==> src/rtl/rom_arbiter.sv <==
// Arbitrates the program ROM read port between instruction fetch and data operand reads.
// Data wins contention until STARVE_MAX consecutive data grants, then fetch is forced through.
module rom_arbiter #(
  parameter logic [15:0] BOUND_U    = 16'hFFFF,
  parameter logic [15:0] BOUND_L    = 16'hC000,
  parameter logic [3:0]  STARVE_MAX = 4'd4
) (
  input  logic        clk,
  input  logic        rst_n,
  input  logic        if_req,
  input  logic [15:0] if_addr,
  output logic        if_gnt,
  output logic        if_valid,
  output logic [15:0] if_rdata,
  output logic        if_err,
  input  logic        dm_req,
  input  logic [15:0] dm_addr,
  input  logic        dm_bw,
  output logic        dm_gnt,
  output logic        dm_valid,
  output logic [15:0] dm_rdata,
  output logic        dm_err,
  output logic [15:0] rom_addr,
  output logic        rom_bw,
  input  logic [15:0] rom_out
);

  logic [3:0]  starve_cnt;
  logic        fetch_win;
  logic        data_win;
  logic        if_in;
  logic        dm_in;
  logic [15:0] if_idx;
  logic [15:0] dm_idx;
  logic [15:0] dm_word;

  // Upper bound compared zero-extended so a full-range BOUND_U stays well-formed.
  assign if_in  = (if_addr >= BOUND_L) && ({1'b0, if_addr} <= {1'b0, BOUND_U});
  assign dm_in  = (dm_addr >= BOUND_L) && ({1'b0, dm_addr} <= {1'b0, BOUND_U});
  assign if_idx = (if_addr - BOUND_L) >> 1;
  assign dm_idx = (dm_addr - BOUND_L) >> 1;

  always_comb begin
    fetch_win = 1'b0;
    data_win  = 1'b0;
    if (rst_n) begin
      fetch_win = if_req && (!dm_req || (starve_cnt >= STARVE_MAX));
      data_win  = dm_req && !fetch_win;
    end
  end

  assign if_gnt = fetch_win;
  assign dm_gnt = data_win;

  always_comb begin
    rom_addr = '0;
    rom_bw   = 1'b0;
    if (fetch_win && if_in) begin
      rom_addr = if_idx;
    end else if (data_win && dm_in) begin
      rom_addr = dm_idx;
      rom_bw   = dm_bw & ~dm_addr[0];
    end
  end

  always_comb begin
    dm_word = rom_out;
    if (dm_bw) begin
      dm_word = dm_addr[0] ? {8'h00, rom_out[15:8]} : {8'h00, rom_out[7:0]};
    end
  end

  always_ff @(posedge clk) begin
    if (!rst_n) begin
      starve_cnt <= '0;
      if_valid   <= 1'b0;
      if_rdata   <= '0;
      if_err     <= 1'b0;
      dm_valid   <= 1'b0;
      dm_rdata   <= '0;
      dm_err     <= 1'b0;
    end else begin
      if (data_win && if_req) begin
        starve_cnt <= (starve_cnt >= STARVE_MAX) ? STARVE_MAX : starve_cnt + 4'd1;
      end else begin
        starve_cnt <= '0;
      end
      if_valid <= fetch_win;
      dm_valid <= data_win;
      if (fetch_win) begin
        if_rdata <= if_in ? rom_out : '0;
        if_err   <= !if_in;
      end
      if (data_win) begin
        dm_rdata <= dm_in ? dm_word : '0;
        dm_err   <= !dm_in;
      end
    end
  end

endmodule

==> config.mk <==
export PLATFORM = sky130hd
export DESIGN_NAME = rom_arbiter
export DESIGN_NICKNAME = d
export VERILOG_FILES = /design/src/rtl/rom_arbiter.sv
export SDC_FILE = /design/constraint.sdc
export NUM_CORES = 1
export LEC_CHECK = 0
export ABC_AREA = 1
export CAP_MARGIN = 20
export CORE_UTILIZATION = 30
export CTS_CLUSTER_SIZE = 16
export DETAILED_ROUTE_END_ITERATION = 12
export PLACE_DENSITY_LB_ADDON = 0.12
export SLEW_MARGIN = 20
export SYNTH_ARGS = -nofsm -noshare
export SYNTH_HDL_FRONTEND = slang
export SYNTH_SLANG_ARGS = --single-unit
==> constraint.sdc <==
create_clock -name clk -period 2.8 [get_ports clk]
set_input_delay 0.7 -clock clk [delete_from_list [all_inputs] [get_ports clk]]
set_output_delay 0.7 -clock clk [all_outputs]
set_load 0.02 [all_outputs]
# After elaboration in Yosys (flattened, before gate mapping)
# Index checks and enable logic that the tools add are counted.
# word_totals
word_cells	41
output_inout_bits	55
regBits	40
# classes
bitwise	4
add_sub_neg	3
n_reduce_logical	12
order_cmp	3
muxes	11
# op_table
cell	count
two-way mux 16 bit	4
greater-or-equal comparator 16 bit (second input constant)	2
subtractor 16 bit (second input constant)	2
two-way mux 15 bit	1
two-way mux 8 bit	1
logical AND 1 bit	5
adder 4 x 1 -> 4 bit (second input constant)	1
greater-or-equal comparator 4 x 3 -> 1 bit (second input constant)	1
logical NOT 1 bit	4
two-way mux 1 bit	4
two-way mux 3 bit	1
inverter 1 bit	3
OR reduction 3 bit	1
AND reduction 2 bit	1
bitwise AND 1 bit	1
logical OR 1 bit	1

# Longest topological paths before layout
# depth
ltp_word	9
depth_mapped	9
depth_no_buf	8

# Worst setup path after synthesis
# Ideal clock, no wire load.
# synth_path
kind	in2out
from	input port dm_req
to	output port rom_bw
slack_ns	0.403
t_required_ns	2.100
cell_stages	6
path_buffers	0
arrival_ns	1.697
path_cell_list	nand2_2 nand2_4 nand3_4 clkinv_2 nand2_1 nor3b_1
# synth_via
elab_chain_len	9
# synth_rtl
element	line_no	source
start: declaration	16	input logic dm_req,
logical NOT 1 bit	47	fetch_win = if_req && (!dm_req || (starve_cnt >= STARVE_MAX));
logical OR 1 bit	47	
logical AND 1 bit	47	
logical NOT 1 bit	48	data_win = dm_req && !fetch_win;
logical AND 1 bit	48	
two-way mux 1 bit	46	if (rst_n) begin
logical AND 1 bit	60	end else if (data_win && dm_in) begin
two-way mux 1 bit	60	
two-way mux 1 bit *	58	if (fetch_win && if_in) begin
end: declaration	24	output logic rom_bw,
# Every way passes the cells marked *; elsewhere a longest branch is shown, timed or not.

# Worst setup path in the final report
# layout_path
from	input port dm_req
to	output port dm_gnt
# layout_via
elab_chain_len	6
# layout_rtl
element	line_no	source
logical NOT 1 bit	47	
logical OR 1 bit	47	
logical AND 1 bit	47	
logical NOT 1 bit	48	
logical AND 1 bit *	48	
two-way mux 1 bit *	46	
end: declaration	19	output logic dm_gnt,
# Marked as above.

==> impl_results.md <==
- Tmin final: 2.73 ns
- Area Growth Syn to Fin: 75.2%
- Pleak: 1.43 nW
- Total of fill cells in the finished design: 613
- Most frequent cells in the layout: 92 x nand2_1, 80 x clkdlybuf4s50_1, 40 x dfxtp_1, 36 x buf_4, 35 x a21oi_1
- N_diodes: 0
- Layout cells sized above 1: 17.0%
- Synth cell types: 23
- Pin count of the biggest net entering global routing: 35
- Vias per cell: 4.55
- Antenna violations before repair: 0
- Later-pin clock latency in the skew report: 0.29 ns
- Fin. Hold Viols: 0
- Root buf cell: clkbuf_8
- Area after DPL: 3070 um^2
- Die X: 81.0 um
- Clk sinks: 40
- Vias in the first global route: 1915
- Antenna-violating nets left: 0
- Post-Syn Instances: 274
- Layout Skew: 0.00519 ns
- Worst vdd ir: 0.296 mV
- Critical path required time: 2.10 ns
- Cell area after synthesis: 1870 um^2
- Buffers on Ports: 105
- Syn. warnings: 0
- Nets: 456
- Final setup vio count: 0
- Die height: 81.0 um
- Post-synth top area share: 42.8%
- First-pass GRT wire length: 8.94 mm
- Slew Viols, Final: 0
- CP Max Fanout: 7
- Area leader, netlist: dfxtp_1
- DRC errors left: 0
- Hold Path Class: flop to flop
- CP Capture Type: output port
- Placed cells: 458
- GRT Residual Overflow: 0
- Commonest non-fill, non-tap cell in the layout: nand2_1
- Crit path DAT: 2.03 ns
- Type of the worst setup path: input pin to output port
- Routed wire length: 5.81 mm
- PD cells: 398 nW/um^2
- CTS H-tree depth: 2
- Finished Layout Cells: 476
- Synth area leaders: dfxtp_1 43%, nand2_1 19%, a21oi_1 9.4%
- GRT Util Overall: 17.8%
- Die Area: 6560 um^2
- FF/Latch Area: 801 um^2
- CTS clk-pin slew, worst paths: 0.08 ns
- Final std cell area, no fill: 3280 um^2
- Max-Cap Viols: 0
- #FFs+latches synth: 40
- Overall power: 1.31 mW
- Final cycle utilization of the critical path: 97.5%
- Fmax: 366 MHz
- Multi-input logic area: 945 um^2
- Drt pass-1 iters: 4
- Via count: 2164
- Wire per inst: 12.2 um
- CTS tree: built
- Iteration-0 DRC count of the detailed router: 53
- Syn Area/Cell: 6.83 um^2
- Post-synthesis sequential area ratio: 42.8%
- Routability cong.: 0.774
- Boundary Pins: 108
- Initial core utilization: 31.4%
- CTS Buf Count: 5
- Clk buf depth: 2
- Startpoint Class: input pin
- Core ar.: 5960 um^2
- DP HPWL: 4.38 mm
- Row Count: 28
- Status: finished, final reports clean
[per-layer routing]
layer | vias to the layer above | GRT usage [%] | part of all wire [%]
li1 | 1129 | - | -
met1 | 948 | 23.9 | 47
met2 | 77 | 26.9 | 44
met3 | 10 | 4.61 | 6.5
met4 | 0 | 7.14 | 2.0
met5 | - | 0 | 0
[layout make-up]
cell class / instances / area share [%]
clock inverters: 3 / 1.30
well taps: 75 / 2.86
multi-input cells: 203 / 28.8
repair buffers: 135 / 38.6
clock buffers: 5 / 2.10
inverters: 15 / 1.91
flip-flops and latches: 40 / 24.4
[worst max-delay path, cell delays in order]
cell and delay [ns]:
clkdlybuf4s50_1 0.50, nand2_2 0.09, nand2_4 0.10, nand3_4 0.07
clkinv_2 0.08, buf_4 0.14, dlygate4sd2_1 0.34
[per-stage QoR]
| step | util (%) | setup TNS [ns] | worst slack, ns | hold slack (ns) |
|---|---|---|---|---|
| 6_report | 55.1 | 0 | 0.0703 | 0.440 |
| 5_1_grt | 55.1 | -0.0413 | -0.0202 | 0.452 |
| 4_1_cts | 52.6 | 0 | 0.00963 | 0.443 |
| 3_5_place_dp | 51.6 | -7.66 | -0.491 | 0.431 |
| 3_3_place_gp | 51.6 | -7.64 | -0.476 | 0.409 |
| 2_1_floorplan | - | 0 | 0.403 | 0.399 |
[kinds of logic (layout without fill, tap and decap cells)]
group	Yosys count	in the layout	share of synthesized area, %
AND/OR/NAND/NOR	154	154	34.8
other	1	2	0.200
flip-flops	40	40	42.8
AO/OA/AOI/OAI	44	44	11.8
adder cells (fa/ha/maj)	3	3	2.01
buffers and inverters	32	158	8.42
[where the power goes]
| part | leakage [nW] | switching [mW] | internal (mW) |
|---|---|---|---|
| clock network | 0.0541 | 0.206 | 0.264 |
| logic | 1.05 | 0.119 | 0.133 |
| registers | 0.324 | 0.00564 | 0.580 |
| total | 1.43 | 0.330 | 0.976 |
[cell usage after synthesis]
cell type,number
nor2_1,21
nand3_4,1
o22ai_1,1
nor3b_1,1
conb_1,1
nor3_1,2
buf_1,1
nand2_2,1
inv_1,12
inv_2,2
a21oi_1,35
buf_4,4
dfxtp_1,40
clkinv_2,1
ha_1,3
o21ai_0,8
nand2_4,1
nor2_2,2
nand2_1,95
clkbuf_1,5
buf_6,2
nand3_1,30
buf_2,5
[sequential cells by signal (all words and copies together) (netlist names)]
| register | flops |
|---|---|
| starve_cnt | 4 |
| dm_rdata | 16 |
| dm_valid | 1 |
| if_rdata | 16 |
| dm_err | 1 |
| if_err | 1 |
| if_valid | 1 |
[worst paths after layout]
check                                               from                         to  slack (ns)  cells after the start
worst max register to register  starve_cnt[3]$_SDFF_PP0_  if_rdata[11]$_SDFFE_PN0P_        1.24                     11
worst min-delay path            starve_cnt[0]$_SDFF_PP0_   starve_cnt[0]$_SDFF_PP0_        0.44                      1
worst min register to register  starve_cnt[0]$_SDFF_PP0_   starve_cnt[0]$_SDFF_PP0_        0.44                      1
worst max-delay path                              dm_req                     dm_gnt        0.07                      7
[what timing repair did]
action | in CTS | in global routing
pin swaps | 0 | 10
cloned | 0 | 1
gates resized for setup | 72 | 29
setup endpoints to repair | 18 | 17
hold buffers | 0 | 0
setup buffers | 2 | 7
(Power assumes the default switching activity.)
